===== config.mk =====
export PLATFORM = sky130hd
export DESIGN_NAME = adc_channel_sequencer
export DESIGN_NICKNAME = d
export VERILOG_FILES = /design/src/rtl/adc_channel_sequencer.sv
export SDC_FILE = /design/constraint.sdc
export NUM_CORES = 1
export LEC_CHECK = 0
export BUFFER_PORTS_ARGS = -buffer_cell sky130_fd_sc_hd__buf_2
export CAP_MARGIN = 30
export CORE_MARGIN = 3
export CORE_UTILIZATION = 45
export DETAILED_ROUTE_END_ITERATION = 10
export PLACE_DENSITY = 0.69
export SYNTH_ARGS = -nofsm -noshare
export SYNTH_HDL_FRONTEND = slang
export SYNTH_SLANG_ARGS = --single-unit

===== constraint.sdc =====
create_clock -name clk -period 10.9 [get_ports clk]
set_clock_uncertainty 0.1 [all_clocks]
set_input_delay 0.545 -clock clk [delete_from_list [all_inputs] [get_ports clk]]
set_output_delay 0.545 -clock clk [all_outputs]
set_load 0.03 [all_outputs]

===== src/rtl/adc_channel_sequencer.sv =====
// adc_channel_sequencer
//   Round-robin scanner for the MAX10 modular ADC Avalon-ST command/response
//   pair. One command is outstanding at a time. The response is matched to the
//   command by channel number and stored into a 16-bit lane per scanned
//   channel. Every command has its own watchdog.
//
// Ports
//   clk, rst            system clock, asynchronous active-high reset
//   enable              1 = run continuous sweeps
//   ch_mask[NUM_CH]     bit i enables lane i (ADC channel CH_BASE+i)
//   cmd_valid/channel/sop/eop, cmd_ready       Avalon-ST command source
//   rsp_valid/channel/data                     Avalon-ST response sink
//   adc_data[16*NUM_CH] lane i at [16*i+15:16*i]
//   sample_stb          1-cycle pulse when a lane is written
//   sweep_done          1-cycle pulse when the scan pointer wraps
//   timeout_err         sticky watchdog flag, cleared only by rst
//
// Build option
//   ADC_SEQ_AVG_EN      lanes become IIR filters (shift AVG_SHIFT), each lane
//                       is loaded directly by its first sample after reset.
//                       When undefined, lanes store {4'b0, rsp_data}.

module adc_channel_sequencer #(
  parameter int NUM_CH    = 8,
  parameter int CH_BASE   = 1,
  parameter int TIMEOUT   = 4095,
  parameter int AVG_SHIFT = 3
) (
  input  logic                 clk,
  input  logic                 rst,
  input  logic                 enable,
  input  logic [NUM_CH-1:0]    ch_mask,
  output logic                 cmd_valid,
  output logic [4:0]           cmd_channel,
  output logic                 cmd_sop,
  output logic                 cmd_eop,
  input  logic                 cmd_ready,
  input  logic                 rsp_valid,
  input  logic [4:0]           rsp_channel,
  input  logic [11:0]          rsp_data,
  output logic [16*NUM_CH-1:0] adc_data,
  output logic                 sample_stb,
  output logic                 sweep_done,
  output logic                 timeout_err
);

  localparam int LW = (NUM_CH > 1) ? $clog2(NUM_CH) : 1;
  // ptr holds sel+1 unwrapped (0..NUM_CH) so a wrap is visible to SEL.
  localparam int PW = $clog2(NUM_CH + 1);
  // Counter runs 0..TIMEOUT-1 while waiting.
  localparam int CW = (TIMEOUT > 1) ? $clog2(TIMEOUT) : 1;

  localparam logic [1:0] ST_IDLE  = 2'd0;
  localparam logic [1:0] ST_SEL   = 2'd1;
  localparam logic [1:0] ST_ISSUE = 2'd2;
  localparam logic [1:0] ST_WAIT  = 2'd3;

  logic [1:0]           state_q, state_d;
  logic [PW-1:0]        ptr_q, ptr_d;
  logic [LW-1:0]        sel_q, sel_d;
  logic [CW-1:0]        cnt_q, cnt_d;
  logic                 cmd_valid_q, cmd_valid_d;
  logic [4:0]           cmd_channel_q, cmd_channel_d;
  logic                 sample_stb_q, sample_stb_d;
  logic                 sweep_done_q, sweep_done_d;
  logic                 timeout_err_q, timeout_err_d;
  logic [16*NUM_CH-1:0] adc_data_q, adc_data_d;

  logic                 found_s;
  logic [LW-1:0]        pick_s;
  logic                 wrap_s;
  logic                 store_s;
  logic [15:0]          new_lane_s;

  // Next enabled lane at or after ptr, wrapping; wrap_s flags a pass over the last lane.
  always_comb begin
    int start_v;
    int idx_v;
    found_s = 1'b0;
    pick_s  = '0;
    wrap_s  = 1'b0;
    start_v = (int'(ptr_q) >= NUM_CH) ? 0 : int'(ptr_q);
    idx_v   = 0;
    for (int k = 0; k < NUM_CH; k++) begin
      idx_v = ((start_v + k) >= NUM_CH) ? (start_v + k - NUM_CH) : (start_v + k);
      if (!found_s && ch_mask[LW'(idx_v)]) begin
        found_s = 1'b1;
        pick_s  = LW'(idx_v);
        wrap_s  = (int'(ptr_q) >= NUM_CH) || (idx_v < start_v);
      end else begin
        found_s = found_s;
      end
    end
  end

  // Sequencer FSM: next state, pointer, watchdog and pulse outputs.
  always_comb begin
    state_d       = state_q;
    ptr_d         = ptr_q;
    sel_d         = sel_q;
    cnt_d         = cnt_q;
    cmd_channel_d = cmd_channel_q;
    sample_stb_d  = 1'b0;
    sweep_done_d  = 1'b0;
    timeout_err_d = timeout_err_q;
    store_s       = 1'b0;
    case (state_q)
      ST_IDLE: begin
        if (enable && (ch_mask != '0)) begin
          state_d = ST_SEL;
        end else begin
          state_d = ST_IDLE;
        end
      end
      ST_SEL: begin
        if (!enable || !found_s) begin
          state_d = ST_IDLE;
        end else begin
          state_d       = ST_ISSUE;
          sel_d         = pick_s;
          cmd_channel_d = 5'(CH_BASE) + 5'(pick_s);
          sweep_done_d  = wrap_s;
        end
      end
      ST_ISSUE: begin
        // Avalon-ST: the command is held until accepted, never withdrawn.
        if (cmd_ready) begin
          state_d = ST_WAIT;
          cnt_d   = '0;
        end else begin
          state_d = ST_ISSUE;
        end
      end
      ST_WAIT: begin
        // A matching response beats a simultaneous watchdog expiry.
        if (rsp_valid && (rsp_channel == cmd_channel_q)) begin
          store_s      = 1'b1;
          sample_stb_d = 1'b1;
          ptr_d        = PW'(sel_q) + PW'(1);
          state_d      = ST_SEL;
        end else if (cnt_q >= CW'(TIMEOUT - 1)) begin
          timeout_err_d = 1'b1;
          ptr_d         = PW'(sel_q) + PW'(1);
          state_d       = ST_SEL;
        end else begin
          cnt_d = cnt_q + CW'(1);
        end
      end
      default: begin
        state_d = ST_IDLE;
      end
    endcase
    cmd_valid_d = (state_d == ST_ISSUE);
  end

`ifdef ADC_SEQ_AVG_EN
  logic [NUM_CH-1:0] primed_q, primed_d;
  logic [15:0]       cur_lane_s;
  logic signed [16:0] diff_s;
  logic signed [16:0] step_s;

  // IIR update; an unprimed lane takes the scaled sample directly.
  always_comb begin
    cur_lane_s = adc_data_q[{sel_q, 4'b0000} +: 16];
    diff_s     = $signed({1'b0, rsp_data, 4'b0000}) - $signed({1'b0, cur_lane_s});
    step_s     = diff_s >>> AVG_SHIFT;
    if (primed_q[sel_q]) begin
      new_lane_s = cur_lane_s + step_s[15:0];
    end else begin
      new_lane_s = {rsp_data, 4'b0000};
    end
    primed_d = primed_q;
    if (store_s) begin
      primed_d[sel_q] = 1'b1;
    end else begin
      primed_d = primed_q;
    end
  end

  // Per-lane primed flags.
  always_ff @(posedge clk or posedge rst) begin
    if (rst) begin
      primed_q <= '0;
    end else begin
      primed_q <= primed_d;
    end
  end
`else
  // Raw zero-extended lane value.
  always_comb begin
    new_lane_s = {4'b0000, rsp_data};
  end
`endif

  // Lane write for the matched response.
  always_comb begin
    adc_data_d = adc_data_q;
    if (store_s) begin
      adc_data_d[{sel_q, 4'b0000} +: 16] = new_lane_s;
    end else begin
      adc_data_d = adc_data_q;
    end
  end

  // State and output registers.
  always_ff @(posedge clk or posedge rst) begin
    if (rst) begin
      state_q       <= ST_IDLE;
      ptr_q         <= '0;
      sel_q         <= '0;
      cnt_q         <= '0;
      cmd_valid_q   <= 1'b0;
      cmd_channel_q <= 5'd0;
      sample_stb_q  <= 1'b0;
      sweep_done_q  <= 1'b0;
      timeout_err_q <= 1'b0;
      adc_data_q    <= '0;
    end else begin
      state_q       <= state_d;
      ptr_q         <= ptr_d;
      sel_q         <= sel_d;
      cnt_q         <= cnt_d;
      cmd_valid_q   <= cmd_valid_d;
      cmd_channel_q <= cmd_channel_d;
      sample_stb_q  <= sample_stb_d;
      sweep_done_q  <= sweep_done_d;
      timeout_err_q <= timeout_err_d;
      adc_data_q    <= adc_data_d;
    end
  end

  assign cmd_valid   = cmd_valid_q;
  assign cmd_sop     = cmd_valid_q;
  assign cmd_eop     = cmd_valid_q;
  assign cmd_channel = cmd_channel_q;
  assign sample_stb  = sample_stb_q;
  assign sweep_done  = sweep_done_q;
  assign timeout_err = timeout_err_q;
  assign adc_data    = adc_data_q;

endmodule

## Word level (Yosys, flattened, before mapping)

Cells that the tools add are included.

| word-level totals | value |
|---|---|
| input port bits | 30 |
| register bits | 158 |

| cells by class | value |
|---|---|
| order comparisons | 26 |
| $add $sub $neg | 19 |
| mux-type cells | 74 |
| shift-type cells | 2 |
| eq/ne operators | 8 |
| reductions and logical operators | 35 |
| bitwise logic cells | 2 |

Operators by type and width:

| kind | number |
|---|---|
| 32-bit by 5-bit less-than comparator with 1-bit output | 8 |
| 32-bit 2-to-1 mux | 8 |
| 32-bit by 5-bit greater-or-equal comparator with 1-bit output (second input constant) | 7 |
| 32-bit by 5-bit subtractor with 32-bit output (second input constant) | 7 |
| 128-bit bitwise mux | 1 |
| 16-bit by 9-bit variable shift with 128-bit output (first input constant) | 1 |
| 16-bit by 9-bit variable part select with 128-bit output | 1 |
| 3-bit by 5-bit less-than comparator with 1-bit output (second input constant) | 8 |
| 1-bit 2-to-1 mux | 38 |
| 12-bit 2-to-1 mux | 3 |
| 1-bit binary-select mux with 3-bit select | 8 |
| 3-bit 2-to-1 mux | 8 |
| 12-bit one-hot mux with 2 select lines | 1 |
| 4-bit by 3-bit adder with 5-bit output (second input constant) | 4 |
| 12-bit by 1-bit adder with 12-bit output (second input constant) | 1 |
| 12-bit greater-or-equal comparator (second input constant) | 1 |
| 4-bit 2-to-1 mux | 3 |
| 4-bit by 2-bit adder with 5-bit output (second input constant) | 2 |
| 1-bit logical AND | 9 |
| 1-bit logical NOT | 9 |
| 1-bit logical OR | 9 |
| 7-bit negator with 9-bit output | 1 |
| 4-bit greater-or-equal comparator (second input constant) | 2 |
| 2-bit one-hot mux with 4 select lines | 1 |
| other kinds (16) | 25 |

## Depth between registers and ports, before layout

Gate-level depths: netlist of run 1.

| depth | value |
|---|---|
| depth after elaboration | 34 |
| mapped depth | 19 |
| depth with buffers taken out | 16 |

## Worst setup path before layout of run 1

No wires, ideal clock.

| path | value |
|---|---|
| path kind | reg2reg |
| from | register ptr_q[3] |
| to | register cmd_channel_q[2] (netlist: cmd_channel[2]) |
| setup time | 0.120 ns |
| arrival time | 3.585 ns |
| required time | 10.680 ns |
| cell stages (with the launch flop) | 20 |
| path buffers | 4 |
| setup slack | 7.095 ns |
| path through | dfrtp_1 > buf_4 > nand2b_1 > buf_4 > inv_2 > buf_6 > ha_1 > inv_1 > ha_1 > buf_1 > mux2i_4 > nand4_1 > nor2_1 > mux2i_1 > a221oi_2 > nor2_1 > ha_1 > inv_1 > a32o_1 > a31o_1 |

RTL lines:

| what | line | RTL |
|---|---|---|
| start, declared | 59 | `logic [PW-1:0] ptr_q, ptr_d;` |
| start signal, assigned | 220 | `ptr_q <= ptr_d;` |
| 4-bit greater-or-equal comparator | 82 | `start_v = (int'(ptr_q) >= NUM_CH) ? 0 : int'(ptr_q);` |
| 4-bit 2-to-1 mux (*) | 82 |  |
| parallel branches: the longest is 26 deep, another holds 32-bit by 5-bit subtractor with 32-bit output | n/a |  |
| 3-bit 2-to-1 mux (*) | 86 | `if (!found_s && ch_mask[LW'(idx_v)]) begin` |
| named net pick_s[1] | 70 | `logic [LW-1:0] pick_s;` |
| 1-bit by 3-bit adder with 4-bit output (*) | 121 | `cmd_channel_d = 5'(CH_BASE) + 5'(pick_s);` |
| end signal, assigned | 224 | `cmd_channel_q <= cmd_channel_d;` |
| end, declared | 63 | `logic [4:0] cmd_channel_q, cmd_channel_d;` |

Mark *: on every way through the listed nets, which the timed path passes. The select of a mux whose other input is x is not followed.
A chain may end at the register's enable or synchronous reset.

## Final worst setup path of run 1

| path | value |
|---|---|
| from | register ptr_q[0] |
| to | register cmd_channel_q[2] (netlist: cmd_channel[2]) |

Same word-level chain as after synthesis.

==> metrics.cfg, run 1 <==
[timing]
postLayoutSetupSlackWorst_ns=6.24
slew_violations=0
final.setup.tns_ns=0
rsz0062_at_grt=false
final-hold-violation-count=0
worst_pin_slew_ns=0.914
fin_crit_sh_pct=42.8
fin_crit_ns=4.66
slew_headroom_pct=39.1
setup_viol=0
fmax_mhz=214

[routing]
route.vias.total=5293
drc=0
wirelength_um=17300
avgRoutedWirePerCell_um=17.3
via_per_inst=5.30
ant_nets=0
drt_iter0_drc=295
dr.pass1.iters=5

[pwr]
intPower_uw=1070
power_density_nw_per_um2=211
p_sw_uw=683
sequentialPowerShare_pct=32.6
p_sw_share_pct=39.0
clkPwrFrac_pct=30.6
peakVddDrop_v=0.000183
pwr-share-comb_pct=36.9
cellLeakagePower_uw=0.00432

[grt]
use_met2_pct=29.4
grt_usage_pct=20.6
use_met3_pct=8.21
use_met1_pct=28.9
grt_max_degree=75
grt_pass1_vias=5030
top_usage_layer=met2
grt_pass1_wl_um=27200
antenna_found_initial=0
grt_overflow=0

[logic_synthesis]
synth_ff_type=dfrtp_1
syn_inst=663
synth_edf_count=0
syn_area_um2=7010
yosysWarnings=0
synth_seq_area_share_pct=44.6
synthArstFlopShare_pct=100
ys_ff_latch=125
avgSynthCellArea_um2=10.6
yosys.cell_types.count=76

[run]
cap_viol_max_count=0

[cts]
hold_buffers=0
ctsResizeCount=0
clockRootBuffer=clkbuf_16
cts_setup_buffers=0
clkLatencyLatePin_ns=0.41
tritoncts=built
clk_pin_slew_worst_paths_ns=0.06
htree_num_levels=4
cts_inserted_buffers=17
cts.sinks=125
cts.path.max_buffers=2

[run_status]
status=complete, no violations

[final_layout]
nFillCells=1310
seq_area_um2=3130
layout_common_cells=135 x buf_2, 125 x dfrtp_1, 83 x nand2_1, 60 x mux2_2, 48 x o21ai_0
final_common_cell=buf_2
area_growth_pct=18.1
nets=865
insertedDiodeCount=0
multi_input_area_um2=3550
stdcell_count=998
layout-drive-gt1-share_pct=31.1

[die]
io_pins=169
fp.dieArea_um2=17100
fp-row-count=44
die_y_um=131
start_util_pct=47.2
die_w_um=131
core-area_um2=14900

[place]
dp_hpwl_um=12600
gp_congestion=0.937
port_buffers=135
dpl.cell_count=966
dpl_worst_slack_ns=6.32

[critical_path]
required_ns=11.10
crit_path_cell_trace=nand2b_1 -> ha_1 -> mux2_2 -> mux2_2 -> mux2i_4 -> nand4_1 -> nor2_1 -> mux2i_1 -> a221oi_2 -> nor2_1 -> ha_1 -> inv_1 -> a32o_1 -> a31o_1
cp_max_fo=13
cp.arrival_ns=4.87
r2r_slack_ns=6.24
slowest_delay_ns=0.77
endpoint_kind=flop
worst_path_max_delay_cell=ha_1
start_kind=flop
path_buf_inv=1
cpLargestDelayFamily=multiplexers
critPathKind=flop to flop

[hold_path]
worst_hold_path_type=primary input to asynchronous set/reset pin

[synth_stat cells, types with 3 or more instances]
library cell  count  area (um2)
dfrtp_1         125        3130
nand2_1          83         312
mux2_2           60         676
o21ai_0          48         240
buf_4            37         278
ha_1             34         425
nor2_1           29         109
inv_1            25        93.8
nand2b_1         16         100
a21oi_1          15        75.1
clkbuf_1         15        56.3
mux2_1           12         135
mux2i_1          11         110
nand3_1          11        55.1
nand4_1          10        62.6
xor2_1           10        87.6
a211oi_1          7        52.6
a21o_1            5        37.5
and2_1            5        31.3
buf_2             5        25.0
mux4_2            5         113
nor3_1            5        25.0
buf_1             4        15.0
mux2_4            4        60.1
nor2b_1           4        25.0
xnor2_1           4        35.0
a31oi_1           3        18.8
a41o_1            3        30.0
inv_2             3        11.3
nor3b_1           3        22.5
nor4_1            3        18.8
[logic make-up after synthesis]
kind of cell	synth area share (%)
compound gates	12.0
flops	44.6
buf+inv	7.16
simple gates	12.4
xor+xnor	1.75
mux	15.9
fa+ha+maj	6.07
other cells	0.107
[worst reg2reg max path: stages, from the launching register on]
cell and delay, ns:
dfrtp_1 0.59, nand2b_1 0.45, ha_1 0.77, mux2_2 0.42, mux2_2 0.32, mux2i_4 0.26, nand4_1 0.37, nor2_1 0.24
mux2i_1 0.24, a221oi_2 0.09, nor2_1 0.14, ha_1 0.17, inv_1 0.04, a32o_1 0.20, a31o_1 0.18
[stage by stage]
| step | cell area [um2] | power, uW | util (%) | hold slack [ns] |
|---|---|---|---|---|
| after floorplan | 7180 | 1080 | - | 0.356 |
| after global placement | 7720 | 1210 | 51.9 | 0.357 |
| after detailed placement | 7720 | 1220 | 51.9 | 0.352 |
| after CTS | 8280 | 1760 | 55.7 | 0.264 |
| after global routing | 8280 | 1860 | 55.7 | 0.300 |
| final | 8280 | 1750 | 55.7 | 0.233 |
[area by class of cell]
cell class	instances	share of cell area [%]
Timing Repair Buffer	138	8.43
Tap cell	184	2.78
Clock inverter	14	1.65
Clock buffer	18	5.18
Sequential cell	125	37.8
Inverter	28	1.30
Multi-Input combinational cell	491	42.9
[power by group through the flow]
stage	Clock (uW)	Combinational, uW	Sequential [uW]
CTS	546	641	570
finish	535	646	570
detailed placement	0	639	577
global route	568	711	579
global placement	0	639	575
floorplan	0	465	613
[registers in the layout (all words and copies together), names as in the netlist]
| register | count |
|---|---|
| timeout_err | 1 |
| adc_data | 96 |
| cnt_q | 12 |
| sel_q | 3 |
| state_q | 2 |
| sample_stb | 1 |
| cmd_eop | 1 |
| ptr_q | 4 |
| cmd_channel | 4 |
| sweep_done | 1 |
[worst paths after layout]
| kind | from | endpoint | cells after the start |
|---|---|---|---|
| worst min-delay path | rst | adc_data[100]$_DFFE_PP0P_ | 2 |
| max in group asynchronous | rst | adc_data[104]$_DFFE_PP0P_ | 3 |
| min in group clk | cmd_ready | cmd_eop$_DFF_PP0_ | 4 |
| worst max-delay path | ptr_q[0]$_DFFE_PP0P_ | cmd_channel[2]$_DFFE_PP0P_ | 14 |
| worst min register to register | adc_data[105]$_DFFE_PP0P_ | adc_data[105]$_DFFE_PP0P_ | 2 |
| worst max register to register | ptr_q[0]$_DFFE_PP0P_ | cmd_channel[2]$_DFFE_PP0P_ | 14 |
[layer usage]
| layer | vias to the layer above | routed length, um | share of wire (%) |
|---|---|---|---|
| li1 | 2542 | - | - |
| met1 | 2529 | 7920 | 46 |
| met2 | 190 | 7530 | 44 |
| met3 | 32 | 1410 | 8.2 |
| met4 | 0 | 401 | 2.3 |
| met5 | - | 0 | 0 |
No activity file was read; power rests on OpenSTA's default activity.
==> run 2, diff against run 1 <==
PLACE_DENSITY = 0.72   (was 0.69)
clock period = 4 ns   (was 10.9 ns; I/O delays follow)
==> run 2 against run 1 <==
  * Global-route usage rose by 0.61 points
  * Sequential share of layout area fell by 0.90 points
  * Utilization rose by 1.4 points
  * Sequential cell count did not move
  * Non-clock buffer count rose by 25
  * Clock power rose to 2.7 times the previous value
  * Sequential power rose to 2.7 times the previous value
  * Fmax rose by 24%
  * Largest power group unchanged
==> metrics.cfg, run 2 (same netlist as run 1, synthesis figures left out) <==
[timing]
fin_crit_ns=3.78
slew_headroom_pct=43.6
rsz0062_at_grt=false
setup_viol=0
slew_violations=0
fin_crit_sh_pct=94.4
fmax_mhz=265
finalHoldWorstSlack_ns=0.0109
worst_pin_slew_ns=0.846
final-hold-violation-count=0
final.setup.tns_ns=0

[final_layout]
layout_common_cells=135 x buf_2, 124 x dfrtp_1, 83 x nand2_1, 60 x mux2_2, 48 x o21ai_0
largest_register_ffs=96
nFillCells=1279
area_growth_pct=21.1
nets=890
insertedDiodeCount=0
layout-drive-gt1-share_pct=32.8
final_common_cell=buf_2

[critical_path]
crit_path_cell_trace=nand2b_1 -> buf_4 -> inv_2 -> ha_1 -> inv_1 -> ha_2 -> inv_1 -> mux4_2 -> nand3b_1 -> nor3_2 -> a2bb2oi_2 -> ha_1 -> inv_1 -> a32o_1 -> a31o_1
required_ns=4.20
cpLargestDelayFamily=adder cells
slowest_delay_ns=0.49
worst_path_max_delay_cell=dfrtp_2
crit_path_frequent_cell=inv_1
endpoint_kind=flop
cp_max_fo=11
cp.arrival_ns=3.97
start_kind=flop
path_buf_inv=5
critPathKind=flop to flop

[routing]
drc=0
route.vias.total=5461
ant_nets=0
wirelength_um=17700
drt_iter0_drc=299
dr.pass1.iters=5
avgRoutedWirePerCell_um=17.3
via_per_inst=5.34

[run_status]
status=complete, no violations

[die]
die_y_um=131
fp.dieArea_um2=17100
die_w_um=131
io_pins=169
start_util_pct=47.2
core-area_um2=14900
fp-row-count=44

[cts]
clk_pin_slew_worst_paths_ns=0.06
cts_inserted_buffers=17
cts.sinks=125
htree_num_levels=4
cts.path.max_buffers=2
clkLatencyLatePin_ns=0.41
tritoncts=built
clockRootBuffer=clkbuf_16

[place]
gp_congestion=0.944
port_buffers=135
dp_hpwl_um=12900

[pwr]
power_density_nw_per_um2=578
peakVddDrop_v=0.000356
cellLeakagePower_uw=0.00442

[grt]
grt_max_degree=71
grt_usage_pct=21.2
antenna_found_initial=0
grt_pass1_vias=5372
grt_pass1_wl_um=28400
grt_overflow=0

[hold_path]
worst_hold_path_type=primary input to flop

[run]
cap_viol_max_count=0

## run 2: changes by cell type in the layout (fill, tap and decap cells not counted), sizes merged
cell         previous run  this run
clkinvlp                2         5
dlygate4sd3             0         6
clkinv                  6         3
clkbuf                 18        17
buf                   138       157
## run 2: repair_timing
item	4_1_cts	5_1_grt
hold buffers	6	0
gates resized for setup	0	3
hold endpoints to repair	75	0
buffers inserted	0	2
endpoints found under the setup margin	0	2
## run 2: area by class of cell
cell class | instances | area, um2 | share of cell area (%)
clock inverters | 14 | 136 | 1.61
clock buffers | 17 | 425 | 5.01
flip-flops and latches | 125 | 3130 | 36.9
inverters | 28 | 108 | 1.27
repair buffers | 163 | 901 | 10.6
well taps | 184 | 230 | 2.71
multi-input cells | 491 | 3560 | 41.9
## run 2: report_power, final
part           internal, uW  switching [uW]  leakage (uW)
registers              1400             142       0.00172
logic                   729            1170       0.00244
clock network           862             601      0.000261
## run 2: worst paths after layout
path / start / end / slack, ns / depth (start not counted)
worst max-delay path: ptr_q[3]$_DFFE_PP0P_ / cmd_channel[2]$_DFFE_PP0P_ / 0.22 / 15
worst min-delay path: rsp_data[0] / adc_data[48]$_DFFE_PP0P_ / 0.01 / 3
worst max register to register: ptr_q[3]$_DFFE_PP0P_ / cmd_channel[2]$_DFFE_PP0P_ / 0.22 / 15
worst min register to register: adc_data[106]$_DFFE_PP0P_ / adc_data[106]$_DFFE_PP0P_ / 0.37 / 2
max in group asynchronous: rst / adc_data[1]$_DFFE_PP0P_ / 2.44 / 4
min in group asynchronous: rst / adc_data[97]$_DFFE_PP0P_ / 0.43 / 3
## run 2: through the flow
stage / utilization, % / std cells / worst slack, ns / area, um2 / total power [uW]
after floorplan: - / 707 / 0.195 / 7180 / 2940
final: 57.1 / 1022 / 0.225 / 8490 / 4900
after global placement: 52.8 / 983 / 0.255 / 7840 / 3400
after global routing: 57.1 / 1022 / 0.0560 / 8490 / 5200
after detailed placement: 52.8 / 983 / 0.158 / 7840 / 3400
after CTS: 57.0 / 1020 / 0.136 / 8470 / 4870
## run 2: per-layer routing
metal	GRT usage, %	wire, um
met1	28.7	7750
met2	32.1	8050
met3	7.64	1530
met4	6.29	363
met5	0	0
## run 2: worst min-delay path, cell delays in order
cell,delay (ns)
buf_2,0.15
nand2_1,0.06
o21ai_0,0.07
